<file path="src/rtl/demux_stream_pkg.sv">
// demux_stream shared definitions: packet-lock FSM state encoding.
// Only used by the build with DEMUX_STREAM_PKT_LOCK_EN defined.
package demux_stream_pkg;

  typedef enum logic {
    ST_IDLE   = 1'b0,
    ST_LOCKED = 1'b1
  } lock_state_t;

endpackage

</file>
<file path="src/rtl/demux_stream_reg_slice.sv">
// stream_reg_slice: one-entry output register with valid/ready hold.
// Load wins over drain, so a beat arriving while the old one leaves keeps
// the slice valid with the new payload.
module stream_reg_slice #(
  parameter int WIDTH = 9
) (
  input  logic             i_clk,
  input  logic             i_rst,
  input  logic             i_load,
  input  logic [WIDTH-1:0] i_data,
  input  logic             i_ready,
  output logic [WIDTH-1:0] o_data,
  output logic             o_valid
);

  logic [WIDTH-1:0] r_data;
  logic             r_valid;

  // Hold register: capture on load, clear valid once the consumer takes it.
  always_ff @(posedge i_clk) begin
    if (i_rst) begin
      r_valid <= 1'b0;
      r_data  <= '0;
    end else if (i_load) begin
      r_valid <= 1'b1;
      r_data  <= i_data;
    end else if (r_valid && i_ready) begin
      r_valid <= 1'b0;
    end
  end

  assign o_data  = r_data;
  assign o_valid = r_valid;

endmodule

</file>
<file path="src/rtl/demux_stream.sv">
// demux_stream: routes one valid/ready stream to NUM_CH registered outputs.
// Optional packet lock is enabled with the macro DEMUX_STREAM_PKT_LOCK_EN;
// when it is undefined every beat routes on its own i_sel.
module demux_stream
  import demux_stream_pkg::*;
#(
  parameter  int DATA_WIDTH = 8,
  parameter  int NUM_CH     = 8,
  localparam int SEL_WIDTH  = $clog2(NUM_CH)
) (
  input  logic                         i_clk,
  input  logic                         i_rst,
  input  logic [DATA_WIDTH-1:0]        i_data,
  input  logic [SEL_WIDTH-1:0]         i_sel,
  input  logic                         i_last,
  input  logic                         i_valid,
  output logic                         o_ready,
  output logic [NUM_CH*DATA_WIDTH-1:0] o_data,
  output logic [NUM_CH-1:0]            o_last,
  output logic [NUM_CH-1:0]            o_valid,
  input  logic [NUM_CH-1:0]            i_ready,
  output logic                         o_drop
);

  logic [SEL_WIDTH-1:0] w_sel_eff;
  logic                 w_in_range;
  logic                 w_sel_ready;
  logic                 w_accept;
  logic [NUM_CH-1:0]    w_load;
  logic [NUM_CH-1:0]    w_valid;
  logic                 r_drop;

`ifdef DEMUX_STREAM_PKT_LOCK_EN
  lock_state_t          r_state;
  lock_state_t          w_state_nxt;
  logic [SEL_WIDTH-1:0] r_lock_sel;

  // Lock state register; the destination is latched on a packet's first beat.
  always_ff @(posedge i_clk) begin
    if (i_rst) begin
      r_state    <= ST_IDLE;
      r_lock_sel <= '0;
    end else begin
      r_state <= w_state_nxt;
      if (w_accept && (r_state == ST_IDLE) && !i_last) begin
        r_lock_sel <= i_sel;
      end
    end
  end

  // Next state: lock after a non-final first beat, unlock after the final beat.
  always_comb begin
    w_state_nxt = r_state;
    case (r_state)
      ST_IDLE:   if (w_accept && !i_last) w_state_nxt = ST_LOCKED;
      ST_LOCKED: if (w_accept &&  i_last) w_state_nxt = ST_IDLE;
      default:   w_state_nxt = ST_IDLE;
    endcase
  end

  // Output decode: while locked the stored select overrides i_sel.
  always_comb begin
    w_sel_eff = (r_state == ST_LOCKED) ? r_lock_sel : i_sel;
  end
`else
  assign w_sel_eff = i_sel;
`endif

  assign w_in_range = (int'(w_sel_eff) < NUM_CH);

  // Ready mux: an out-of-range select matches no channel and stays ready.
  always_comb begin
    w_sel_ready = 1'b1;
    for (int k = 0; k < NUM_CH; k++) begin
      if (w_sel_eff == SEL_WIDTH'(k)) begin
        w_sel_ready = !w_valid[k] || i_ready[k];
      end
    end
  end

  assign o_ready  = w_sel_ready;
  assign w_accept = i_valid && w_sel_ready;

  // Select decode: one-hot load strobe for the addressed channel.
  always_comb begin
    w_load = '0;
    for (int k = 0; k < NUM_CH; k++) begin
      w_load[k] = w_accept && (w_sel_eff == SEL_WIDTH'(k));
    end
  end

  // Drop pulse for an accepted beat whose destination does not exist.
  always_ff @(posedge i_clk) begin
    if (i_rst) begin
      r_drop <= 1'b0;
    end else begin
      r_drop <= w_accept && !w_in_range;
    end
  end

  assign o_drop  = r_drop;
  assign o_valid = w_valid;

  for (genvar g = 0; g < NUM_CH; g++) begin : g_ch
    logic [DATA_WIDTH:0] w_q;

    stream_reg_slice #(
      .WIDTH (DATA_WIDTH + 1)
    ) u_slice (
      .i_clk   (i_clk),
      .i_rst   (i_rst),
      .i_load  (w_load[g]),
      .i_data  ({i_last, i_data}),
      .i_ready (i_ready[g]),
      .o_data  (w_q),
      .o_valid (w_valid[g])
    );

    assign o_data[g*DATA_WIDTH +: DATA_WIDTH] = w_q[DATA_WIDTH-1:0];
    assign o_last[g]                          = w_q[DATA_WIDTH];
  end

endmodule

</file>
<file path="config.mk">
export PLATFORM = sky130hd
export DESIGN_NAME = demux_stream
export DESIGN_NICKNAME = d
export VERILOG_FILES = /design/src/rtl/demux_stream_pkg.sv /design/src/rtl/demux_stream_reg_slice.sv /design/src/rtl/demux_stream.sv
export SDC_FILE = /design/constraint.sdc
export NUM_CORES = 1
export LEC_CHECK = 0
export BUFFER_PORTS_ARGS = -buffer_cell sky130_fd_sc_hd__buf_2
export CAP_MARGIN = 10
export CORE_AREA = 2 2 108 120
export CTS_BUF_LIST = sky130_fd_sc_hd__clkbuf_8 sky130_fd_sc_hd__clkbuf_16
export CTS_CLUSTER_DIAMETER = 80
export DETAILED_ROUTE_END_ITERATION = 16
export DIE_AREA = 0 0 110 122
export MAX_ROUTING_LAYER = met4
export SYNTH_ARGS = -nofsm -noshare
export SYNTH_HDL_FRONTEND = slang
export SYNTH_SLANG_ARGS = --single-unit
export TNS_END_PERCENT = 20
</file>
<file path="constraint.sdc">
create_clock -name i_clk -period 1.2 [get_ports i_clk]
set_clock_uncertainty 0.05 [all_clocks]
set_input_delay 0.18 -clock i_clk [delete_from_list [all_inputs] [get_ports i_clk]]
set_output_delay 0.18 -clock i_clk [all_outputs]
set_load 0.005 [all_outputs]
</file>
# Word-level counts from Yosys, hierarchy flattened

Cells that the tools add are included.

Input port bits: 23
Register bits: 80

Equal/unequal tests: 7
Muxes and demuxes: 24
Reduce and logical (&&, ||, !) cells: 42

Operator list:

| kind               | number |
|---|---|
| $mux 1             | 24 |
| $logic_and 1x1->1  | 17 |
| $reduce_bool 2->1  | 8 |
| $eq 3x3->1 const B | 4 |
| $logic_not 1->1    | 8 |
| $logic_or 1x1->1   | 8 |
| $eq 3x2->1 const B | 2 |
| $eq 3x1->1 const B | 1 |
| $logic_not 3->1    | 1 |

# Depth between registers and ports, before layout

Gate-level depths: netlist (run 1).

Depth after elaboration: 13
Mapped depth: 5

# Hierarchy

From an unflattened synthesis (run 1), not the netlist that was laid out.

Cells, all modules: 301
Area, all modules: 3084.2 um^2

Modules (own cells, without submodules):

| module           | area an instance (um^2) | sequential area each (um^2) | cells an instance | times used |
|---|---|---|---|---|
| stream_reg_slice | 355.3                   | 200.2                       | 33                | 8 |
| demux_stream     | 241.5                   | 0.0                         | 37                | 1 |

# Worst setup path before layout (run 1)

No wires, ideal clock.

Kind: reg-to-output
From: register g_ch[0].u_slice.r_valid
To: output port o_ready
Required time: 970 ps
Arrival time: 1027 ps
Stages on the path, launching flop included: 5
Path slack: -57 ps
Cells stage by stage: dfxtp_1 -> nand2b_1 -> or3_1 -> a41o_1 -> nor2b_1

Cells in the longest elaborated chain, start to end: 10

Ends and longest elaborated chain:

| element                | line                         | source |
|---|---|---|
| start, declared        | demux_stream_reg_slice.sv:17 | `logic r_valid;` |
| start signal, assigned | demux_stream_reg_slice.sv:22 | `r_valid <= 1'b0;` |
| start signal, assigned | demux_stream_reg_slice.sv:25 | `r_valid <= 1'b1;` |
| start signal, assigned | demux_stream_reg_slice.sv:28 | `r_valid <= 1'b0;` |
| $logic_not 1->1        | demux_stream.sv:76           | `w_sel_ready = !w_valid[k] \|\| i_ready[k];` |
| $logic_or 1x1->1       | demux_stream.sv:76           |  |
| $mux 1 (8 in series)   | demux_stream.sv:75           | `if (w_sel_eff == SEL_WIDTH'(k)) begin` |
| end, declared          | demux_stream.sv:17           | `output logic o_ready,` |

No other way between the ends.

# Worst setup path after layout (run 1)

Ends and elaborated chain as after synthesis.

==> results of run 1 <==
[worst max path at each step]
stage | start | to | slack (ns) | depth (start not counted)
2_1_floorplan | g_ch[0].u_slice.o_valid$_SDFFE_PP0P_ | o_ready | -0.06 | 4
3_3_place_gp | i_ready[0] | o_ready | -0.28 | 6
3_5_place_dp | i_ready[0] | o_ready | -0.30 | 6
4_1_cts | g_ch[0].u_slice.o_valid$_SDFFE_PP0P_ | o_ready | -0.56 | 5
5_1_grt | g_ch[0].u_slice.o_valid$_SDFFE_PP0P_ | o_ready | -0.59 | 5
6_report | g_ch[0].u_slice.o_valid$_SDFFE_PP0P_ | o_ready | -0.54 | 5
[critical path, delay by kind of cell (launching register included)]
| kind | cells | cell delay, ns |
|---|---|---|
| AO/OA/AOI/OAI | 1 | 0.22 |
| flip-flops | 1 | 0.35 |
| AND/OR/NAND/NOR | 3 | 0.50 |
| buffers and inverters | 1 | 0.12 |
[cell usage after synthesis]
| cell type | number |
|---|---|
| buf_6 | 2 |
| nor3_1 | 1 |
| nand3_1 | 3 |
| inv_1 | 1 |
| nand2b_1 | 6 |
| nor2b_1 | 5 |
| nand4_1 | 1 |
| clkbuf_1 | 8 |
| or3_1 | 1 |
| o221ai_1 | 1 |
| nor2_1 | 81 |
| a21oi_1 | 6 |
| mux2i_1 | 72 |
| nand2_2 | 2 |
| and2b_1 | 2 |
| nor2b_2 | 1 |
| and3b_1 | 2 |
| nor3b_2 | 3 |
| buf_2 | 9 |
| conb_1 | 1 |
| dfxtp_1 | 80 |
| a41o_1 | 1 |
| a32oi_1 | 1 |
| buf_1 | 1 |
| buf_4 | 15 |
[registers in the layout, summed over array words and instances (netlist names)]
| register | flops |
|---|---|
| g_ch.u_slice.o_valid | 8 |
| g_ch.u_slice.o_data | 72 |
[per-stage QoR]
stage / utilization, % / instances
after global placement: 31.2 / 551
after detailed placement: 31.2 / 551
after CTS: 34.3 / 568
after floorplan: - / 306
final: 34.9 / 570
after global routing: 34.9 / 570
[layer usage]
| metal | routed length [µm] | vias up |
|---|---|---|
| met5 | 0 | - |
| met4 | 157 | 0 |
| met3 | 514 | 9 |
| met2 | 4170 | 88 |
| met1 | 4060 | 1197 |
| li1 | - | 1194 |
[where the power goes]
group	switching (mW)	internal, mW
logic	0.259	0.213
clock network	1.09	1.59
registers	0.0289	2.72
total	1.37	4.52
[logic make-up (layout without fill, tap and decap cells)]
| family | count (synthesis) | count (layout) | synth area share, % |
|---|---|---|---|
| buffers and inverters | 36 | 143 | 7.03 |
| other | 1 | 1 | 0.121 |
| AND/OR/NAND/NOR | 108 | 108 | 16.0 |
| AO/OA/AOI/OAI | 9 | 9 | 1.86 |
| multiplexers | 72 | 72 | 23.3 |
| flip-flops | 80 | 80 | 51.7 |
[final cells by class]
type                       instances  area (µm²)
fill                            1229        8020
sequential                        80        1610
multi-input combinational        190        1390
timing repair buffer             126         815
clock buffer                       9         225
tap                              157         196
clock inverter                     7        63.8
inverter                           1        3.75
[timing repair]
item,CTS,global route
setup endpoints to repair,60,72
gates cloned,1,0
resized for setup,12,18
setup buffers,0,2
pin swaps,4,6
==> results.md, run 1 <==
- The run finished, with violations left.
- The final reports fail on setup timing.
- The highest ir drop seen on vdd is 0.519 mV.
- Of the available clock period, the critical path in the final layout requires 145%.
- The worst setup path is of the register to output port kind.
- By area the synthesized netlist is led by dfxtp_1 (52%), mux2i_1 (23%), nor2_1 (9.8%), buf_4 (3.6%), buf_2 (1.5%).
- The number of antenna violations at the first check in global routing is 0.
- For the worst setup path, the data required time is 0.97 ns.
- For this run, the detailed router's first-pass iteration total came to 4.
- During placement, the flow inserted port buffers numbering 103.
- Measured in cells, the most critical reg-to-reg path has a length of 6.
- The launch instance of the worst min-delay path is i_ready[5].
- When the netlist entered floorplanning its net count stood at 329.
- The number of hold violations in the final report is 0.
- The setup slack at placement is -0.297 ns.
- In this run the cell area measured after placement is 3850 µm².
- The initial cell density of the core is 25.1%.
- The kind of path behind the tightest hold check is primary input to register.
- The die covers ~13000 µm².
- 105 I/O pins were placed.
- The latest clock arrival within the worst-skew pair is 0.33 ns.
- Walking the worst path, the cells encountered are nand2b_4 > or3_1 > a41o_1 > nor2b_4 > buf_2.
- The routed length per instance is roughly 16 µm.
- Clock tree synthesis inserted a total of 9 buffers.
- STA classifies the critical path endpoint as an output port.
- The repair_antennas step left the layout with diodes totalling 0.
- The power after layout is 5.89 mW.
- The tree built by TritonCTS fans out to 80 sinks.
- The summed negative setup slack over all endpoints is -4.28 ns.
- Setup repair after global routing could not meet its margin everywhere.
- After clock tree synthesis, the clock-pin slew on the worst setup and hold paths is approximately 0.060 ns.
- The worst hold path passes through 4 cells.
- The placeable core area is 12300 µm².
- The first-iteration detailed-routing DRC count is 111.
- The biggest area contributor in the post-synthesis netlist is dfxtp_1.
- After detailed routing, the number of remaining DRC violations is 0.
- Entering global routing, the biggest net connects 56 pins.
- In this run the critical register-to-register path is launched from g_ch[6].u_slice.o_valid$_SDFFE_PP0P_.
- The detailed-route wire length is 8900 µm.
- For flop-to-flop paths, the worst setup slack is -0.26 ns.
- The cell area power density is 1370 nW/µm².
- The endpoint identified for the worst register-to-register timing path is g_ch[6].u_slice.o_data[0]$_SDFFE_PP0P_.
- The count of different cell masters after synthesis is 25.
- The worst setup slack after layout is -0.544 ns.
- The highest clock rate is 573 MHz.
- In this run the mean area of a mapped cell was 10.1 µm².
- The critical-path maximum fanout is 2.
- The total of warnings raised by yosys is 0.
- After synthesis, flip-flops and latches occupy 51.7% of the total area.
- In the routed layout, each cell is associated on average with a via count of 4.36.
- The global-route layer with the greatest usage is met2.
- The data arrival time of the critical path is 1.51 ns.
- After synthesis the cells add up to 3100 µm².
- The worst hold path terminates at g_ch[5].u_slice.o_valid$_SDFFE_PP0P_.
- The leftover overflow at the end of global routing is 0.
- The finished layout cell area is 4300 µm².
- Summed over all cells, the static leakage comes to 2.13 nW.
- Max-cap violations in this run came to 0.
- The number of global-route vias before repair is 2318.
- For met2 alone, demand over resource in global routing was between 20% and 30%.
- In the layout the commonest cells are buf_2 (103), nor2_1 (81), dfxtp_1 (74).
- Global routing consumed, over all layers together, approximately 14% of the routing resources.
- In this design, the stage delay of the slowest critical-path cell is 0.35 ns.
- The wire length of the first global-routing pass is 12900 µm.
- The TritonCTS clock tree is yes.
- The via total after detailed routing is 2488.
- The clock passes through at most 2 buffers.
- In the synthesized netlist, the number of instances is 306.
- Detailed placement ended at an HPWL of 6090 µm.
- The fraction of synthesized cell area taken by the top area cell type is 51.7%.
- The slowest stage of the critical path belongs to the cell dfxtp_2.
- CTS built an H-tree with a depth of 3.
- The area growth from synthesis to layout is 38.7%.
- The worst hold margin is 0.115 ns.
- For this run, global-route usage on met1 was measured as 16.9%.
- The net count of the finished layout is 431.
- The floorplan has 43 rows.
- The final count of pins violating max slew is 0.
- The number of nets with antenna violations after detailed routing is 0.
- The width of the chip is 110 µm.
- Counting flops and latches in the post-synthesis netlist gives 80.
- The category of the worst setup path launch point is a register.
- The hold-fix buffer count after cts is 0.
- The final-report setup violation count is 29.
- Global routing consumed, on the met3 layer, 4.12% of the routing resources.
- Subtracting the final worst setup slack from the clock period gives 1.74 ns.
- The root buffer cell chosen for the clock tree is clkbuf_16.
- Leaving out fill and tap cells, the most frequent cell in the layout is buf_2.
- The proportion of layout cells with a drive suffix above 1 is roughly two fifths.
- Routability-driven placement finished with a final weighted congestion of 0.705.
- The vertical die dimension is ~120 µm.
Note: power is estimated with default switching activity, not from simulation.
==> run 2: changes to the inputs <==
--- a/config.mk
+++ b/config.mk
@@ -5,13 +5,15 @@
 export SDC_FILE = /design/constraint.sdc
 export NUM_CORES = 1
 export LEC_CHECK = 0
+export ABC_AREA = 1
 export BUFFER_PORTS_ARGS = -buffer_cell sky130_fd_sc_hd__buf_2
 export CAP_MARGIN = 10
-export CORE_AREA = 2 2 108 120
+export CORE_AREA = 2 2 124 138
 export CTS_BUF_LIST = sky130_fd_sc_hd__clkbuf_8 sky130_fd_sc_hd__clkbuf_16
 export CTS_CLUSTER_DIAMETER = 80
 export DETAILED_ROUTE_END_ITERATION = 16
-export DIE_AREA = 0 0 110 122
+export DIE_AREA = 0 0 126 140
+export GPL_TIMING_DRIVEN = 0
 export MAX_ROUTING_LAYER = met4
 export SYNTH_ARGS = -nofsm -noshare
 export SYNTH_HDL_FRONTEND = slang
==> run 2 against run 1 <==
Effect of this change: the run still ends with setup timing left; final cell count grew 65%; utilization shrank 1.1 points; sequential cell count is the same; worst setup slack gained 0.069 ns; highest routed layer unchanged.
==> results.md, run 2 <==
- The run finished, with violations left.
- The final reports fail on setup timing.
- Each instance of the synthesized netlist takes up on average 6.78 µm².
- In this run the power density over the cells is around 1200 nW/µm².
- The library cells used most frequently in the layout, excluding fill and tap cells, are inv_1 (155), nand2_1 (135), buf_2 (100).
- Of the available clock period, the critical path in the final layout requires 140%.
- The signal on the critical path passes through inv_2 > nor2_4 > nand3_2 > nand3_2 > nor2_2 > nand4_2 > nand2_4 > buf_6 > buf_6.
- The synthesized design devotes to its leading area cell type 38.6% of total area.
- The worst setup path is launched from a register.
- The root buffer selected by CTS is clkbuf_16.
- The power after layout is ~6.7 mW.
- The first routing iteration left about 270 violations.
- The max-capacitance violation count is 0.
- The hold-fix buffer count after cts is 0.
- The cell accounting for the most synthesized area is dfxtp_1.
- Counting both buffers and inverters, the worst setup path holds a total of 3.
- The number of global-route vias before repair is 3627.
- The maximum single-stage delay on the critical path is approximately 0.33 ns.
- Data on the critical path is required at its endpoint by ~0.97 ns.
- The total net switching power is 1.74 mW.
- Counting along the longest clock path gives a buffer depth of 2.
- Counting the fill cells in the layout gives ~1800.
- The final net count is 753.
- After clock tree synthesis, the clock-pin slew on the worst setup and hold paths is 0.06 ns.
- The core region is 16200 µm².
- In this run the worst path has a maximum fanout of 2.
- The layout-stage area growth over the synthesis result is 31.8%.
- Dividing the detail-routed via count by the number of cells gives 4.22.
- The library cell used most frequently in the layout, excluding fill and tap cells, is inv_1.
- The normalized max-slew margin is 47.8%.
- In the synthesized netlist the async set-or-reset flop fraction comes to 0%.
- The wire length of the first global-routing pass is 19400 µm.
- The latest clock arrival within the worst-skew pair is 0.34 ns.
- After Yosys synthesis, XOR and XNOR cells account for 0% of the synthesized area.
- Setup violations remaining at the end of the flow were counted as roughly 70.
- The register area is approximately 1600 µm².
- The compound-cell area share of the yosys netlist is 3.02%.
- The kind of path behind the tightest hold check is primary input to register.
- The portion of synthesized area spent on multiplexers is 0%.
- The final core utilization is 33.7%.
- In this run the remaining antenna-violating nets after routing total 0.
- The highest ir drop seen on vdd is 0.788 mV.
- In this run, CTS created clock tree buffers numbering 9.
- During placement, the flow inserted port buffers numbering roughly 100.
- In the synthesized netlist, the cells that appear most often are inv_1 (159), nand2_1 (137), dfxtp_1 (80), nor2_1 (72), nand4_1 (63).
- The number of hold violations in the final report is 0.
- The most common cell in the synthesized netlist is inv_1.
- Synthesis produced a netlist with a net count of 634.
- The number of rows in the core area is 49.
- The final count of pins violating max slew came to 0.
- The congestion estimate from routability-driven global placement came to 0.821.
- For the final routed database, the setup TNS stands at -26.39 ns.
- The routed length per instance is 13.6 µm.
- Once the floorplan was initialized, standard cells occupied 25.6% of the core.
- The count of flip-flops with a built-in enable after synthesis is 0.
- The number of antenna violations at the first check in global routing is 0.
- Entering global routing, the biggest net connects 15 pins.
- The part of the total power dissipated in sequential elements is about two fifths.
- Summing the areas of all and, or, nand and nor instances in the mapped netlist gives 37.2% of the synthesized area.
- The Yosys step of the flow raised 0 warnings.
- By area the synthesized netlist is led by dfxtp_1 (39%), inv_1 (14%), nand2_1 (12%), nand4_1 (9.5%), nor2_1 (6.5%).
- In the routed design, unresolved DRC markers number 0.
- The tree built by TritonCTS fans out to 80 sinks.
- The highest clock rate is between 500 and 600 MHz.
- For this block, the via count after detailed routing is slightly below 4000.
- The data arrival time of the critical path is 1.45 ns.
- The number of synthesized register bits is 80.
- The vertical die dimension is 140 µm.
- The synthesized instance count is about 610.
- Setup slack on the worst reg-to-reg path comes out at -0.45 ns.
- The total overflow left after global routing is 0.
- The number of antenna repair diodes is 0.
- The register with the most flip-flops in the layout has 72 of them.
- STA classifies the critical path endpoint as an output port.
- Setup repair after global routing could not meet its margin everywhere.
- Among all stages on the critical path, the largest delay is contributed by dfxtp_2.
- The clock tree synthesis step divided the H-tree into 3 levels.
- The net switching share of the total power is roughly a quarter.
- By area, the combinational part of the netlist is dominated by simple AND/OR/NAND/NOR gates.
- Across every metal layer, demand over resource in global routing totals 14.6%.
- The area of the die is 17600 µm².
- The final HPWL from detailed placement is about 9000 µm.
- In the final layout, the multi-input gates occupy ~1800 µm².
- Among all flip-flop cells after synthesis, the most frequent one is dfxtp_1.
- The post-synthesis sequential area ratio is 38.6%.
- The proportion of layout cells with a drive suffix above 1 is 26.8%.
- TritonCTS built the clock tree.
- The detailed-route wire length is 12700 µm.
- The slew of the pin with the lowest slew margin is 0.779 ns.
- The boundary pin count is between 100 and 150.
- The first TritonRoute pass finished after 4 iterations.
- In this run the cell area of the synthesized design comes to 4150 µm².
- Summed over all cells, the static leakage comes to 2.74 nW.
- The worst setup path is of the register to output port kind.
- The cell-internal power is slightly below 5 mW.
- Per report_power, the clock group accounts for approximately 46% of the total.
- The netlist uses 28 different library cells.
- The width of the chip is 126 µm.
- The post-route minimum period is 1.68 ns.
- Across all setup checks in the final design, the least slack found is -0.476 ns.
- In this design, the largest share of critical-path delay is due to simple AND/OR/NAND/NOR gates.
- The combinational power share is 12.7%.
- The post-synthesis adder-cell area fraction is 0%.
==> run 2: layout make-up <==
| cell class | count | share of cell area, % |
|---|---|---|
| Multi-Input combinational cell | 332 | 33.4 |
| Sequential cell | 80 | 29.4 |
| Inverter | 166 | 11.5 |
| Timing Repair Buffer | 104 | 10.1 |
| Buffer | 37 | 4.81 |
| Tap cell | 204 | 4.67 |
| Clock buffer | 10 | 4.38 |
| Clock inverter | 6 | 1.67 |
==> run 2: worst paths after layout <==
kind | start | depth (start not counted) | endpoint
max | g_ch[0].u_slice.o_valid$_SDFFE_PP0P_ | 9 | o_ready
min | i_ready[1] | 4 | g_ch[1].u_slice.o_valid$_SDFFE_PP0P_
max reg2reg | g_ch[0].u_slice.o_valid$_SDFFE_PP0P_ | 12 | g_ch[6].u_slice.o_data[5]$_SDFFE_PP0P_
min reg2reg | g_ch[7].u_slice.o_data[5]$_SDFFE_PP0P_ | 2 | g_ch[7].u_slice.o_data[5]$_SDFFE_PP0P_
==> run 2: metrics by stage <==
stage / std cells / setup WS [ns] / area, µm² / hold WS [ns]
after floorplan: 611 / -0.134 / 4150 / 0.304
after global placement: 913 / -0.449 / 4900 / 0.381
after detailed placement: 913 / -0.453 / 4900 / 0.385
after CTS: 936 / -0.456 / 5380 / 0.0487
after global routing: 939 / -0.592 / 5460 / 0.0636
final: 939 / -0.476 / 5460 / 0.0673
==> run 2: metal layers <==
metal / share of wire, % / routed length [µm] / vias up / global-route usage [%]
li1: - / - / 2082 / -
met1: 45 / 5670 / 1732 / 17.5
met2: 46 / 5880 / 124 / 23.3
met3: 7.0 / 889 / 21 / 3.93
met4: 2.3 / 288 / 0 / 6.02
met5: 0 / 0 / - / -
==> run 2: logic make-up after synthesis <==
kind of cell           after synthesis
other                                1
buffers and inverters              203
DFF                                 80
and+or+nand+nor                    302
AOI/OAI and AO/OA                   25
==> run 2: power by group through the flow <==
stage | combinational [mW] | clock (mW) | sequential, mW
5_1_grt | 0.947 | 3.22 | 2.80
2_1_floorplan | 0.505 | 0 | 2.86
4_1_cts | 0.829 | 3.12 | 2.79
6_report | 0.852 | 3.04 | 2.79
3_3_place_gp | 0.786 | 0 | 2.85
3_5_place_dp | 0.791 | 0 | 2.85
==> run 2: worst register-to-register path, cell delays in order (launching register included) <==
cell and delay (ns):
dfxtp_2 0.32, inv_2 0.06, nor2_4 0.04, nand3_2 0.09
buf_6 0.10, nand2_4 0.04, nor2_4 0.09, nand4_4 0.14
nand2_8 0.15, nand4_2 0.23, nand2_1 0.14, inv_1 0.04
nor2_1 0.10
==> run 2: timing repair <==
item	in CTS	in global routing
hold endpoints to repair	0	0
gates resized for setup	25	20
buffers inserted	4	1
pin swaps	12	4
gates cloned	3	2
endpoints found under the setup margin	82	81
==> run 3: changes to the inputs <==
--- a/config.mk
+++ b/config.mk
@@ -5,14 +5,13 @@
 export SDC_FILE = /design/constraint.sdc
 export NUM_CORES = 1
 export LEC_CHECK = 0
-export ABC_AREA = 1
 export BUFFER_PORTS_ARGS = -buffer_cell sky130_fd_sc_hd__buf_2
 export CAP_MARGIN = 10
-export CORE_AREA = 2 2 124 138
+export CORE_AREA = 2 2 108 120
 export CTS_BUF_LIST = sky130_fd_sc_hd__clkbuf_8 sky130_fd_sc_hd__clkbuf_16
 export CTS_CLUSTER_DIAMETER = 80
 export DETAILED_ROUTE_END_ITERATION = 16
-export DIE_AREA = 0 0 126 140
+export DIE_AREA = 0 0 110 122
 export GPL_TIMING_DRIVEN = 0
 export MAX_ROUTING_LAYER = met4
 export SYNTH_ARGS = -nofsm -noshare
==> run 3 against run 2 <==
Effect of this change: sequential cell count unchanged; utilization up 0.86 points; routed wire length down 28%; hold slack better by 0.047 ns; the run still ends with setup timing left; highest routed layer unchanged; register-to-register slack better by 0.28 ns; design area down 22%; sequential power down 2%; die area down 24%.
==> results.md, run 3 (same netlist as run 1, synthesis figures left out) <==
- In this run the worst hold path is classified as primary input to register.
- The number of clock buffers inserted by TritonCTS is 9.
- From left edge to right edge, the die measures 110 µm.
- Of the cells placed in the final design, the portion with a size suffix greater than 1 is about two fifths.
- STA classifies the critical path endpoint as an output port.
- The hold-fix buffer count after cts is 0.
- The power after layout is 5.95 mW.
- For this design the ratio of total power to cell area is 1400 nW/µm².
- The worst-case clock buffer depth is 2.
- The CTS clock-pin slew for the worst setup and hold paths is 0.06 ns.
- The floorplan step defined a core boundary enclosing roughly 12000 µm².
- Setup repair after global routing could not meet its margin everywhere.
- The number of flip-flops under the largest register name is 72.
- The worst setup path is launched from a register.
- CTS placed an instance of clkbuf_16 at the clock tree root.
- The number of hold violations in the final report came to 0.
- The number of rows in the core area is between 40 and 50.
- The leftover overflow at the end of global routing is 0.
- The highest clock rate is approximately 580 MHz.
- The post-route minimum period is 1.73 ns.
- At the placement stage, the worst setup path has a slack of -0.318 ns.
- In the final routed layout, each cell accounts on average for 15.8 µm.
- Relative to the synthesized area, the layout overhead comes to 37.6%.
- The number of global-route vias before repair is 2388.
- Setup violations remaining at the end of the flow were counted as 43.
- The final HPWL from detailed placement is 6170 µm.
- For this run, the detailed router's first-pass iteration total came to 4.
- The checks that failed: setup timing.
- For the worst-skew pair, the clock arrives at the later sink with an insertion delay of between 0.3 and 0.4 ns.
- Along the worst path, the maximum fanout reaches 2.
- The largest net degree at the start of global routing is 13.
- The final count of pins violating max slew is 0.
- The worst hold margin is between 0.1 and 0.15 ns.
- The worst hold path passes through 4 cells.
- The last weighted congestion value of the routability-driven placer is 0.736.
- STA puts the critical path data required time at 0.97 ns.
- The boundary pin count is 105.
- The final core utilization is 34.6%.
- Across the run, the number of max-cap violations was 0.
- The final net count is 440.
- The register-to-register setup slack is -0.17 ns.
- The critical path goes through nand2b_4 > or3_1 > a41o_1 > nor2b_4 > buf_2.
- The number of nets with antenna violations after detailed routing is 0.
- The highest ir drop seen on vdd is 0.640 mV.
- The leakage power figure is 2.15 nW.
- The routed design has 9150 µm of wire.
- For the pin with the worst max-slew slack, the measured transition is 0.503 ns.
- The worst setup path is of the register to output port kind.
- In this run the tool buffered the top-level ports with 93 buffer cells.
- Leaving out fill and tap cells, the most frequent cells in the layout are buf_2 (102), nor2_1 (81), dfxtp_1 (73).
- The count of H-tree levels built during CTS is 3.
- The initial utilization of the core area, before any placement, comes to between 20% and 30%.
- The area of the die is 13400 µm².
- The flow ran to the end, but the final reports show violations.
- The worst register-to-register path ends at g_ch[3].u_slice.o_data[0]$_SDFFE_PP0P_.
- The wire length of the first global-routing pass is roughly 13000 µm.
- The final clock period utilization by the worst path is 144%.
- Measured against its own limit, the worst slew margin works out to 66.4%.
- The first-iteration detailed-routing DRC count is about 100.
- The number of antenna violations at the first check in global routing is 0.
- The average via count per standard cell is 4.32.
- The worst reg2reg path depth is 5.
- The capture point of the critical path is o_ready.
- The number of sinks driven by the clock tree is 80.
- The data arrival time of the critical path is 1.50 ns.
- The via total after detailed routing is 2499.
- On the worst path, the slowest cell contributes a delay of roughly 0.35 ns.
- The slowest library cell on the worst path is dfxtp_2.
- Global routing consumed, over all layers together, between 10% and 20% of the routing resources.
- The filler cell count in the final layout is about 1200.
- The vertical die dimension is 122 µm.
- In the final timing run, aggregate negative setup slack is -5.32 ns.
- The DRC violations left is 0.
- The worst setup path startpoint is g_ch[0].u_slice.o_valid$_SDFFE_PP0P_.
- 0 antenna diodes ended up in the layout.
- TritonCTS built the clock tree.
- The worst flop-to-flop path startpoint is g_ch[3].u_slice.o_valid$_SDFFE_PP0P_.
- The most common library cell in the layout ignoring fill and taps is buf_2.
- In the post-route analysis, the smallest setup slack over all paths is -0.530 ns.
-- run 3: cell count changes in the layout (fill, tap and decap cells not counted), sizes merged, moves of 4 or more --
cell	before	now
nand2	142	2
o21ai	9	0
buf	136	127
nor2	77	81
nand3	8	3
inv	165	4
mux2i	0	72
nand4	75	1
clkbuf	15	19
clkinv	5	0
nand2b	0	6
a21oi	16	6
nor2b	0	6
-- run 3: worst min path at each step --
stage	from	end	slack (ns)
after floorplan	i_ready[6]	g_ch[6].u_slice.o_valid$_SDFFE_PP0P_	0.31
after global placement	g_ch[5].u_slice.o_data[8]$_SDFFE_PP0P_	g_ch[5].u_slice.o_data[8]$_SDFFE_PP0P_	0.42
after detailed placement	g_ch[2].u_slice.o_data[7]$_SDFFE_PP0P_	g_ch[2].u_slice.o_data[7]$_SDFFE_PP0P_	0.43
after CTS	i_ready[6]	g_ch[6].u_slice.o_valid$_SDFFE_PP0P_	0.09
after global routing	i_ready[4]	g_ch[4].u_slice.o_valid$_SDFFE_PP0P_	0.12
final	i_ready[6]	g_ch[6].u_slice.o_valid$_SDFFE_PP0P_	0.11
-- run 3: area by class of cell --
| class | instances | area, µm² | share of cell area, % |
|---|---|---|---|
| flip-flops and latches | 80 | 1610 | 37.8 |
| clock inverters | 5 | 48.8 | 1.14 |
| well taps | 157 | 196 | 4.61 |
| multi-input cells | 190 | 1360 | 31.8 |
| clock buffers | 11 | 253 | 5.93 |
| repair buffers | 100 | 529 | 12.4 |
| inverters | 1 | 3.75 | 0.0881 |
| plain buffers | 35 | 263 | 6.16 |
-- run 3: power by group --
part	internal (mW)	total (mW)	leakage [nW]	switching [mW]
Combinational	0.199	0.454	1.34	0.256
Clock	1.70	2.75	0.156	1.05
Sequential	2.71	2.74	0.651	0.0298
Total	4.62	5.95	2.15	1.33
-- run 3: critical path: cells and delay by family, from the launching register on --
family / cells / cell delay (ns)
simple gates: 3 / 0.48
flops: 1 / 0.35
buf+inv: 1 / 0.13
compound gates: 1 / 0.22
-- run 3: per-stage QoR --
| stage | cells | instance area (µm²) |
|---|---|---|
| floorplan | 306 | 3110 |
| global placement | 556 | 3770 |
| detailed placement | 556 | 3770 |
| CTS | 575 | 4180 |
| global route | 579 | 4260 |
| finish | 579 | 4260 |
-- run 3: layer usage --
| metal | up-vias | GRT usage [%] | routed length (µm) |
|---|---|---|---|
| li1 | 1215 | - | - |
| met1 | 1201 | 17.9 | 4240 |
| met2 | 74 | 22.2 | 4350 |
| met3 | 9 | 3.10 | 473 |
| met4 | 0 | 4.51 | 91 |
| met5 | - | - | 0 |
-- run 3: repair_timing --
action | CTS | global route
resized for setup | 22 | 19
pin swaps | 4 | 6
endpoints found under the setup margin | 61 | 76
setup buffers | 1 | 3
gates cloned | 2 | 1
